==> src/rtl/seq_pkg.sv <==
// Shared definitions for the transfer sequencer: FSM states, decoder
// instruction codes and the default wait-for-ack limit.
package seq_pkg;

    typedef enum logic [2:0] {
        ST_IDLE      = 3'd0,
        ST_LD_CR     = 3'd1,
        ST_LD_AR     = 3'd2,
        ST_LD_WR     = 3'd3,
        ST_LD_CNT    = 3'd4,
        ST_STEP_REQ  = 3'd5,
        ST_STEP_WAIT = 3'd6,
        ST_FIN       = 3'd7
    } seq_state_t;

    localparam logic [2:0] INSN_LD_CR  = 3'b000;
    localparam logic [2:0] INSN_STATUS = 3'b001;
    localparam logic [2:0] INSN_LD_CNT = 3'b100;
    localparam logic [2:0] INSN_LD_AR  = 3'b101;
    localparam logic [2:0] INSN_LD_WR  = 3'b110;
    localparam logic [2:0] INSN_STEP   = 3'b111;

    localparam int TO_MAX_DEFAULT = 15;

    // FIN always completes, so only the load and step states can be cancelled.
    function automatic logic is_abortable(input seq_state_t s);
        return (s != ST_IDLE) && (s != ST_FIN);
    endfunction

endpackage

==> src/rtl/transfer_sequencer_if.sv <==
// Request/configuration inputs and decoder/memory outputs of the transfer
// sequencer, bundled so the controller and its environment share one port.
interface transfer_sequencer_if
    import seq_pkg::*;
#(
    parameter int AW = 8
);
    logic          start;
    logic [2:0]    cfg_cr;
    logic [AW-1:0] cfg_addr;
    logic [AW-1:0] cfg_word;
    logic [AW-1:0] cfg_len;
    logic          abort;
    logic          mem_ack;
    logic [2:0]    I;
    logic [AW-1:0] data_bus;
    logic          mem_req;
    logic          busy;
    logic          done;
    logic          err;
    logic [AW-1:0] beats_left;

    modport master (
        output start, cfg_cr, cfg_addr, cfg_word, cfg_len, abort, mem_ack,
        input  I, data_bus, mem_req, busy, done, err, beats_left
    );

    modport slave (
        input  start, cfg_cr, cfg_addr, cfg_word, cfg_len, abort, mem_ack,
        output I, data_bus, mem_req, busy, done, err, beats_left
    );

endinterface

==> src/rtl/seq_timeout.sv <==
// Wait-for-ack watchdog: counts non-acknowledged wait cycles and flags the
// cycle whose increment would bring the count to TO_MAX.
module seq_timeout
    import seq_pkg::*;
#(
    parameter int TO_MAX = TO_MAX_DEFAULT
)(
    input  logic clk,
    input  logic rst,
    input  logic clear,
    input  logic enable,
    output logic expired
);

    localparam int TW = (TO_MAX < 2) ? 1 : $clog2(TO_MAX + 1);

    logic [TW-1:0] r_count;

    // Wait-cycle counter, saturating at TO_MAX.
    always_ff @(posedge clk) begin
        if (rst) begin
            r_count <= {TW{1'b0}};
        end else if (clear) begin
            r_count <= {TW{1'b0}};
        end else if (enable && (r_count != TW'(TO_MAX))) begin
            r_count <= r_count + TW'(1);
        end else begin
            r_count <= r_count;
        end
    end

    assign expired = enable && (r_count == TW'(TO_MAX - 1));

endmodule

==> src/rtl/transfer_sequencer.sv <==
// Transfer sequencer: loads CR/AR/WR/CNT into the instruction decoder, then
// issues one STEP per acknowledged memory beat, with abort and ack timeout.
module transfer_sequencer
    import seq_pkg::*;
#(
    parameter int AW     = 8,
    parameter int TO_MAX = TO_MAX_DEFAULT
)(
    input logic                clk,
    input logic                rst,
    transfer_sequencer_if.slave bus
);

    seq_state_t    r_state;
    seq_state_t    w_next;
    logic [2:0]    r_cr;
    logic [AW-1:0] r_addr;
    logic [AW-1:0] r_word;
    logic [AW-1:0] r_len;
    logic [AW-1:0] r_beats;
    logic          r_err;

    logic          w_latch;
    logic          w_step;
    logic          w_err_set;
    logic          w_to_clear;
    logic          w_to_enable;
    logic          w_expired;
    logic [2:0]    w_insn;
    logic [AW-1:0] w_data;

    assign w_to_clear  = (r_state != ST_STEP_WAIT);
    assign w_to_enable = (r_state == ST_STEP_WAIT) && !bus.mem_ack;

    seq_timeout #(
        .TO_MAX (TO_MAX)
    ) u_timeout (
        .clk     (clk),
        .rst     (rst),
        .clear   (w_to_clear),
        .enable  (w_to_enable),
        .expired (w_expired)
    );

    // Next-state logic; abort is checked first so it beats a coincident ack.
    always_comb begin
        w_next    = r_state;
        w_latch   = 1'b0;
        w_step    = 1'b0;
        w_err_set = 1'b0;
        if (is_abortable(r_state) && bus.abort) begin
            w_next    = ST_IDLE;
            w_err_set = 1'b1;
        end else begin
            case (r_state)
                ST_IDLE: begin
                    if (bus.start) begin
                        w_next  = ST_LD_CR;
                        w_latch = 1'b1;
                    end else begin
                        w_next = ST_IDLE;
                    end
                end
                ST_LD_CR:    w_next = ST_LD_AR;
                ST_LD_AR:    w_next = ST_LD_WR;
                ST_LD_WR:    w_next = ST_LD_CNT;
                ST_LD_CNT: begin
                    if (r_len == {AW{1'b0}}) begin
                        w_next = ST_FIN;
                    end else begin
                        w_next = ST_STEP_REQ;
                    end
                end
                ST_STEP_REQ: w_next = ST_STEP_WAIT;
                ST_STEP_WAIT: begin
                    if (bus.mem_ack) begin
                        w_step = 1'b1;
                        if (r_beats == AW'(1)) begin
                            w_next = ST_FIN;
                        end else begin
                            w_next = ST_STEP_REQ;
                        end
                    end else if (w_expired) begin
                        w_next    = ST_IDLE;
                        w_err_set = 1'b1;
                    end else begin
                        w_next = ST_STEP_WAIT;
                    end
                end
                ST_FIN:      w_next = ST_IDLE;
                default:     w_next = ST_IDLE;
            endcase
        end
    end

    // State, latched configuration, beat counter and error pulse.
    always_ff @(posedge clk) begin
        if (rst) begin
            r_state <= ST_IDLE;
            r_cr    <= 3'b000;
            r_addr  <= {AW{1'b0}};
            r_word  <= {AW{1'b0}};
            r_len   <= {AW{1'b0}};
            r_beats <= {AW{1'b0}};
            r_err   <= 1'b0;
        end else begin
            r_state <= w_next;
            r_err   <= w_err_set;
            if (w_latch) begin
                r_cr    <= bus.cfg_cr;
                r_addr  <= bus.cfg_addr;
                r_word  <= bus.cfg_word;
                r_len   <= bus.cfg_len;
                r_beats <= bus.cfg_len;
            end else if (w_step && (r_beats != {AW{1'b0}})) begin
                r_beats <= r_beats - AW'(1);
            end else begin
                r_beats <= r_beats;
            end
        end
    end

    // Instruction and data-bus decode of the current state.
    always_comb begin
        w_insn = INSN_STATUS;
        w_data = {AW{1'b0}};
        case (r_state)
            ST_LD_CR: begin
                w_insn = INSN_LD_CR;
                w_data = AW'(r_cr);
            end
            ST_LD_AR: begin
                w_insn = INSN_LD_AR;
                w_data = r_addr;
            end
            ST_LD_WR: begin
                w_insn = INSN_LD_WR;
                w_data = r_word;
            end
            ST_LD_CNT: begin
                w_insn = INSN_LD_CNT;
                w_data = r_len;
            end
            ST_STEP_WAIT: begin
                if (w_step) begin
                    w_insn = INSN_STEP;
                end else begin
                    w_insn = INSN_STATUS;
                end
            end
            default: begin
                w_insn = INSN_STATUS;
                w_data = {AW{1'b0}};
            end
        endcase
    end

    assign bus.I          = w_insn;
    assign bus.data_bus   = w_data;
    assign bus.mem_req    = (r_state == ST_STEP_REQ) || (r_state == ST_STEP_WAIT);
    assign bus.busy       = (r_state != ST_IDLE);
    assign bus.done       = (r_state == ST_FIN);
    assign bus.err        = r_err;
    assign bus.beats_left = r_beats;

endmodule

==> src/flat_wrapper.sv <==
// flat-port wrapper written by rule: the top's interface ports become plain ports
module transfer_sequencer_flat import seq_pkg::*;
#(
    parameter int AW     = 8,
    parameter int TO_MAX = TO_MAX_DEFAULT
)
  (clk, rst, bus_start, bus_cfg_cr, bus_cfg_addr, bus_cfg_word, bus_cfg_len, bus_abort, bus_mem_ack, bus_I, bus_data_bus, bus_mem_req, bus_busy, bus_done, bus_err, bus_beats_left);
  transfer_sequencer_if #(.AW(AW)) bus_i ();
  input logic clk;
  input logic rst;
  input wire logic [$bits(bus_i.start)-1:0] bus_start;
  input wire logic [$bits(bus_i.cfg_cr)-1:0] bus_cfg_cr;
  input wire logic [$bits(bus_i.cfg_addr)-1:0] bus_cfg_addr;
  input wire logic [$bits(bus_i.cfg_word)-1:0] bus_cfg_word;
  input wire logic [$bits(bus_i.cfg_len)-1:0] bus_cfg_len;
  input wire logic [$bits(bus_i.abort)-1:0] bus_abort;
  input wire logic [$bits(bus_i.mem_ack)-1:0] bus_mem_ack;
  output wire logic [$bits(bus_i.I)-1:0] bus_I;
  output wire logic [$bits(bus_i.data_bus)-1:0] bus_data_bus;
  output wire logic [$bits(bus_i.mem_req)-1:0] bus_mem_req;
  output wire logic [$bits(bus_i.busy)-1:0] bus_busy;
  output wire logic [$bits(bus_i.done)-1:0] bus_done;
  output wire logic [$bits(bus_i.err)-1:0] bus_err;
  output wire logic [$bits(bus_i.beats_left)-1:0] bus_beats_left;
  assign bus_i.start = bus_start;
  assign bus_i.cfg_cr = bus_cfg_cr;
  assign bus_i.cfg_addr = bus_cfg_addr;
  assign bus_i.cfg_word = bus_cfg_word;
  assign bus_i.cfg_len = bus_cfg_len;
  assign bus_i.abort = bus_abort;
  assign bus_i.mem_ack = bus_mem_ack;
  assign bus_I = bus_i.I;
  assign bus_data_bus = bus_i.data_bus;
  assign bus_mem_req = bus_i.mem_req;
  assign bus_busy = bus_i.busy;
  assign bus_done = bus_i.done;
  assign bus_err = bus_i.err;
  assign bus_beats_left = bus_i.beats_left;
  transfer_sequencer #(.AW(AW), .TO_MAX(TO_MAX)) u_core (.clk(clk), .rst(rst), .bus(bus_i));
endmodule
==> config.mk <==
export PLATFORM = sky130hd
export DESIGN_NAME = transfer_sequencer_flat
export DESIGN_NICKNAME = d
export VERILOG_FILES = /design/src/rtl/seq_pkg.sv /design/src/rtl/transfer_sequencer_if.sv /design/src/rtl/seq_timeout.sv /design/src/rtl/transfer_sequencer.sv /design/src/flat_wrapper.sv
export SDC_FILE = /design/constraint.sdc
export NUM_CORES = 1
export LEC_CHECK = 0
export BUFFER_PORTS_ARGS = -buffer_cell sky130_fd_sc_hd__buf_2
export CORE_MARGIN = 4
export CORE_UTILIZATION = 35
export DETAILED_ROUTE_END_ITERATION = 8
export PLACE_DENSITY = 0.58
export SLEW_MARGIN = 15
export SYNTH_ARGS = -nofsm -noshare
export SYNTH_HDL_FRONTEND = slang
export SYNTH_SLANG_ARGS = --single-unit
==> constraint.sdc <==
create_clock -name clk -period 1.75 [get_ports clk]
set_clock_uncertainty 0.05 [all_clocks]
set_input_delay 0.35 -clock clk [delete_from_list [all_inputs] [get_ports clk]]
set_output_delay 0.35 -clock clk [all_outputs]
set_load 0.05 [all_outputs]
# --- Word level (Yosys, flattened, before mapping) ---
# Cells that the tools add are included.
op_classes:
  n_addsub: 2
  eq_ne: 12
  muxes: 21
  reduce_logical: 15
op_table:
  columns: ["cell", "count"]
  rows:
  - ["$pmux 8 s4", 1]
  - ["$pmux 3 s8", 1]
  - ["$mux 8", 2]
  - ["$pmux 3 s5", 1]
  - ["$eq 3x3->1 const B", 4]
  - ["$mux 1", 11]
  - ["$mux 3", 3]
  - ["$eq 8x1->1 const B", 1]
  - ["$logic_not 8->1", 1]
  - ["$reduce_bool 8->1", 1]
  - ["$sub 8x1->8 const B", 1]
  - ["$eq 3x2->1 const B", 2]
  - ["$logic_and 1x1->1", 6]
  - ["$ne 3x3->1 const B", 2]
  - ["$add 4x1->4 const B", 1]
  - ["$eq 4x4->1 const B", 1]
  - ["$mux 2", 2]
  - ["$ne 4x4->1 const B", 1]
  - ["$reduce_or 2->1", 2]
  - ["$eq 3x1->1 const B", 1]
  - ["$logic_not 3->1", 1]
  - ["$reduce_bool 3->1", 1]
  - ["$reduce_bool 2->1", 1]
  - ["$logic_not 1->1", 1]
  - ["$logic_or 1x1->1", 1]
totals:
  ff_bits: 43
  inputBits: 32
  out_inout_bits: 23
  wordCells: 58

# --- Longest topological paths before layout ---
logic_depth:
  depth_word: 7
  ltp_mapped: 7
  ltp_nobuf: 6

# --- Cells and area by module ---
# From an unflattened synthesis, not the netlist that was laid out.
unflattened:
  cells_unflattened: 280
  area_unflattened_um2: 2184.6
by_module_without_submodules:
  columns: ["mod", "instances", "cells_per_inst", "area_per_inst_um2", "seq_area_each_um2"]
  rows:
  - ["transfer_sequencer", 1, 258, 1968.1, 780.7]
  - ["seq_timeout", 1, 22, 216.5, 80.1]

# --- Worst setup path before layout ---
# No wires, ideal clock.
synth_timing:
  path_type: "register -> output"
  startpoint: "register u_core.r_state[0]"
  endpoint: "output port bus_data_bus[4]"
  arrival_time_ns: 2.182
  t_required_ns: 1.350
  slack_ns: -0.832
  stages_incl_launch_ff: 5
  n_path_buf: 2
  path_cell_list: "dfxtp_1 > clkbuf_1 > buf_1 > mux2i_1 > o21ai_0"
synth_between:
  elab_chain_cells: 2
  elab_cells_between_ends: 5
  cone_classes: "eq/ne: 4; mux: 1"
synth_rtl:
  columns: ["item", "line", "rtl"]
  rows:
  - ["start, declared", "transfer_sequencer.sv:14", "seq_state_t r_state;"]
  - ["start signal, assigned", "transfer_sequencer.sv:107", "r_state <= w_next;"]
  - ["$eq 3x3->1 (tied with other cells)", "transfer_sequencer.sv:127", "case (r_state)"]
  - ["$pmux 8 s4 *", "transfer_sequencer.sv:127", null]
  - ["end, declared", "flat_wrapper.sv:19", "output wire logic [$bits(bus_i.data_bus)-1:0] bus_data_bus;"]
# Every way passes the cells marked *; elsewhere a longest branch is shown, timed or not.

# --- Worst setup path after layout ---
layout_timing:
  startpoint: "register u_core.r_state[1]"
  endpoint: "output port bus_I[2]"
layout_between:
  elab_chain_cells: 6
  elab_cells_between_ends: 13
  cone_classes: "eq/ne: 6; mux: 4; reduce/logical: 3"
layout_rtl:
  columns: ["item", "line", "rtl"]
  rows:
  - ["$ne 3x3->1 or $reduce_bool 3->1 (tied branches)", "seq_pkg.sv:27", "return (s != ST_IDLE) && (s != ST_FIN);"]
  - ["$logic_and 1x1->1", "seq_pkg.sv:27", null]
  - ["$logic_and 1x1->1", "transfer_sequencer.sv:51", "if (is_abortable(r_state) && bus.abort) begin"]
  - ["$mux 1", "transfer_sequencer.sv:51", null]
  - ["$mux 3", "transfer_sequencer.sv:145", "if (w_step) begin"]
  - ["$pmux 3 s5 *", "transfer_sequencer.sv:127", null]
  - ["end, declared", "flat_wrapper.sv:18", "output wire logic [$bits(bus_i.I)-1:0] bus_I;"]
# Marks and branches as above.

==> results.yml <==
clock_network:
  cts-buffers-inserted: 5
  cts_tree: "done"
  clkSinkCount: 43
  clockRootBuffer: "clkbuf_8"
  ctsHoldBuffers: 0
  htree_levels: 2
  clk_pin_slew_ns: 0.08
  worstSkewPairLatency_ns: 0.30
  cts_buffer_depth: 2
final_layout:
  final_common_cell: "nand2_1"
  multi_input_comb_area_um2: 1420
  fillCellCount: 595
  drive_gt1_frac: 0.424
  nets: 405
  layout_common_cells: "60 x nand2_1, 43 x buf_4, 40 x buf_2"
  stdcell_area_um2: 3250
  register_area_um2: 881
  fin_cells: 445
  n_antenna_cell: 0
  area_delta_synth_final_pct: 52.4
timing:
  setup_viol: 12
  period_needed_ns: 1.88
  finalCritPeriodShare: 1.07
  slew_headroom: 0.691
  finalWorstSetupSlack_ns: -0.128
  hold_viol: 0
  maxSlewViolCount: 0
  rsz0062_at_grt: "true"
  worst_slew_pin_slew_ns: 0.460
  fmax_ghz: 0.532
place:
  io_buffer_count: 54
  dp_hpwl_mm: 4.77
  placed_cells_incl_taps: 432
  place.gp.congestion: 0.836
  placed_area_um2: 2880
global_routing:
  grt_usage: 0.177
  overflow: 0
  grt_pass1_vias: 2195
  grt_pass1_wl_mm: 10.4
  antenna_found_initial: 0
  grt_max_degree: 29
die:
  start_util: 0.360
  dieArea_um2: 7400
  io_pins: 55
  die_w_um: 86.0
  dieHeight_um: 86.0
  std_cell_rows: 28
  core-area_um2: 5920
routing:
  drc: 0
  drt_wl_total_mm: 6.48
  drt_iter0_markers: 94
  route.vias.total: 2291
  antenna_left: 0
  vias_per_cell: 5.15
  routedWlPerCell_um: 14.6
  firstDrtPassIters: 4
yosys:
  ys_types: 47
  ys_ff_latch: 43
  ys_warn_count: 0
  yosysSeqAreaShare: 0.404
  syn_area_um2: 2130
  avgSynthCellArea_um2: 7.69
  synth_cells: 277
  syn_nets: 313
setup_path:
  cp.depth: 5
  critPathArrivalTime_ns: 1.48
  cp.required_ns: 1.35
  crit_chain: "buf_6 -> nand2b_4 -> or3_4 -> nand3b_1 -> buf_6"
  slowest_delay_ns: 0.36
  cp-start-kind: "flop"
  end_kind: "output pin"
  critPathTopFamily: "simple AND/OR/NAND/NOR gates"
  cp_common_cell: "buf_6"
  cp-startpoint: "u_core.r_state[1]$_SDFF_PP0_"
  r2r-start: "u_core.bus.beats_left[3]$_SDFFE_PP0P_"
  crit_path_top_delay_cell: "dfxtp_2"
  worstSetupPathType: "reg2out"
  reg2reg_depth: 4
  path_max_fanout: 5
  crit_buf_inv: 2
power_and_ir_drop:
  switchingPower_w: 0.000943
  p_total_w: 0.00267
  seqPwrFrac: 0.422
  p_leak_nw: 1.39
  p_int_w: 0.00173
  sw_frac_of_total: 0.353
  ir_drop_uv: 428
  p_comb_frac: 0.344
  power_frac_clock: 0.234
  power_density_nw_per_um2: 823
run:
  drv_cap: 0
min_path:
  min_from: "bus_cfg_addr[0]"
  holdPathStages: 3
  min_path_type: "in2reg"
outcome:
  violations: "setup timing"
  status: "finished with violations"
## repair_timing
item	CTS	global route
pin swaps	11	3
endpoints found under the hold margin	0	0
setup endpoints to repair	16	18
buffers inserted	4	1
resized for setup	59	6
gates cloned	0	0
## worst paths after layout
| kind | end | slack (ns) |
|---|---|---|
| worst max-delay path | bus_I[2] | -0.13 |
| worst max register to register | u_core.bus.beats_left[7]$_SDFFE_PP0P_ | -0.08 |
| worst min register to register | u_core.r_word[5]$_SDFFE_PP0P_ | 0.41 |
| worst min-delay path | u_core.r_addr[0]$_SDFFE_PP0P_ | 0.24 |
## state kept, by name (all words and copies together) (netlist names)
signal and flops:
u_core.bus.beats_left 8, u_core.bus.err 1, u_core.r_addr 8, u_core.r_cr 3, u_core.r_len 8, u_core.r_state 3, u_core.r_word 8, u_core.u_timeout.r_count 4
## per-layer routing
metal | vias to the layer above | global-route usage | wire length, µm | part of all wire
li1 | 1167 | - | - | -
met1 | 1075 | 0.234 | 3040 | 0.47
met2 | 45 | 0.286 | 3060 | 0.47
met3 | 4 | 0.0432 | 327 | 0.050
met4 | 0 | 0.0489 | 48 | 0.0074
met5 | - | 0 | 0 | 0
## layout make-up
class / count / share of cell area
Tap cell: 75 / 0.0289
Clock buffer: 6 / 0.0224
Inverter: 9 / 0.0104
Multi-Input combinational cell: 209 / 0.437
Clock inverter: 2 / 0.00385
Timing Repair Buffer: 101 / 0.226
Sequential cell: 43 / 0.271
## metrics by stage
step           hold slack [ns]  setup WS (ns)  setup TNS [ns]  utilization
4_1_cts                  0.226         -0.154           -1.15        0.542
6_report                 0.237         -0.128           -1.04        0.548
3_3_place_gp             0.391         -0.126          -0.126        0.487
2_1_floorplan            0.383         -0.193          -0.580            -
3_5_place_dp             0.396         -0.145          -0.154        0.487
5_1_grt                  0.224         -0.183           -2.03        0.548
## cells in the mapped netlist, drive strengths merged
library cell	count	area, µm²
inv	9	33.8
a211o	1	10.0
a22oi	3	22.5
o31ai	2	15.0
o21bai	1	7.51
o211ai	1	7.51
or4b	1	10.0
nand3b	1	7.51
a2111oi	4	36.3
or4	3	22.5
a311oi	3	26.3
xor2	2	17.5
or3	3	23.8
o2111ai	2	17.5
buf	3	12.5
ha	4	50.1
dfxtp	43	861
nand2	68	255
a41o	1	10.0
or2	1	8.76
nor2b	3	18.8
clkbuf	13	48.8
a211oi	2	15.0
nor4b	2	17.5
nor3	5	25.0
a31oi	2	12.5
and4b	1	10.0
o21ai	14	70.1
a41oi	1	8.76
and3	2	12.5
o211a	1	10.0
nor4	2	12.5
a21oi	32	160
nor4bb	1	10.0
a2111o	1	11.3
nand2b	2	12.5
xnor2	1	8.76
nand3	10	50.1
mux2	3	33.8
nand4b	2	17.5
mux2i	5	50.1
nor2	16	60.1
## logic make-up after synthesis
family	count (synthesis)	synth area share
xor gates and xnor gates	3	0.0123
muxes	8	0.0393
DFF	43	0.404
buffers and inverters	25	0.0446
adders and majority gates	4	0.0235
and+or+nand+nor	123	0.270
AOI/OAI and AO/OA	71	0.207
## worst register-to-register path, stage by stage, from the launching register on
cell	delay, ns
dfxtp_4	0.35
or3_4	0.38
or2_4	0.24
or4_4	0.44
a2111oi_4	0.29
## power groups by stage
stage,Sequential (W),Combinational (W),Clock [W]
6_report,0.00113,0.000919,0.000626
5_1_grt,0.00114,0.000996,0.000691
4_1_cts,0.00113,0.000909,0.000654
3_5_place_dp,0.00114,0.000816,0
3_3_place_gp,0.00114,0.000808,0
2_1_floorplan,0.00122,0.000429,0
Power figures use the tool's default switching activity.
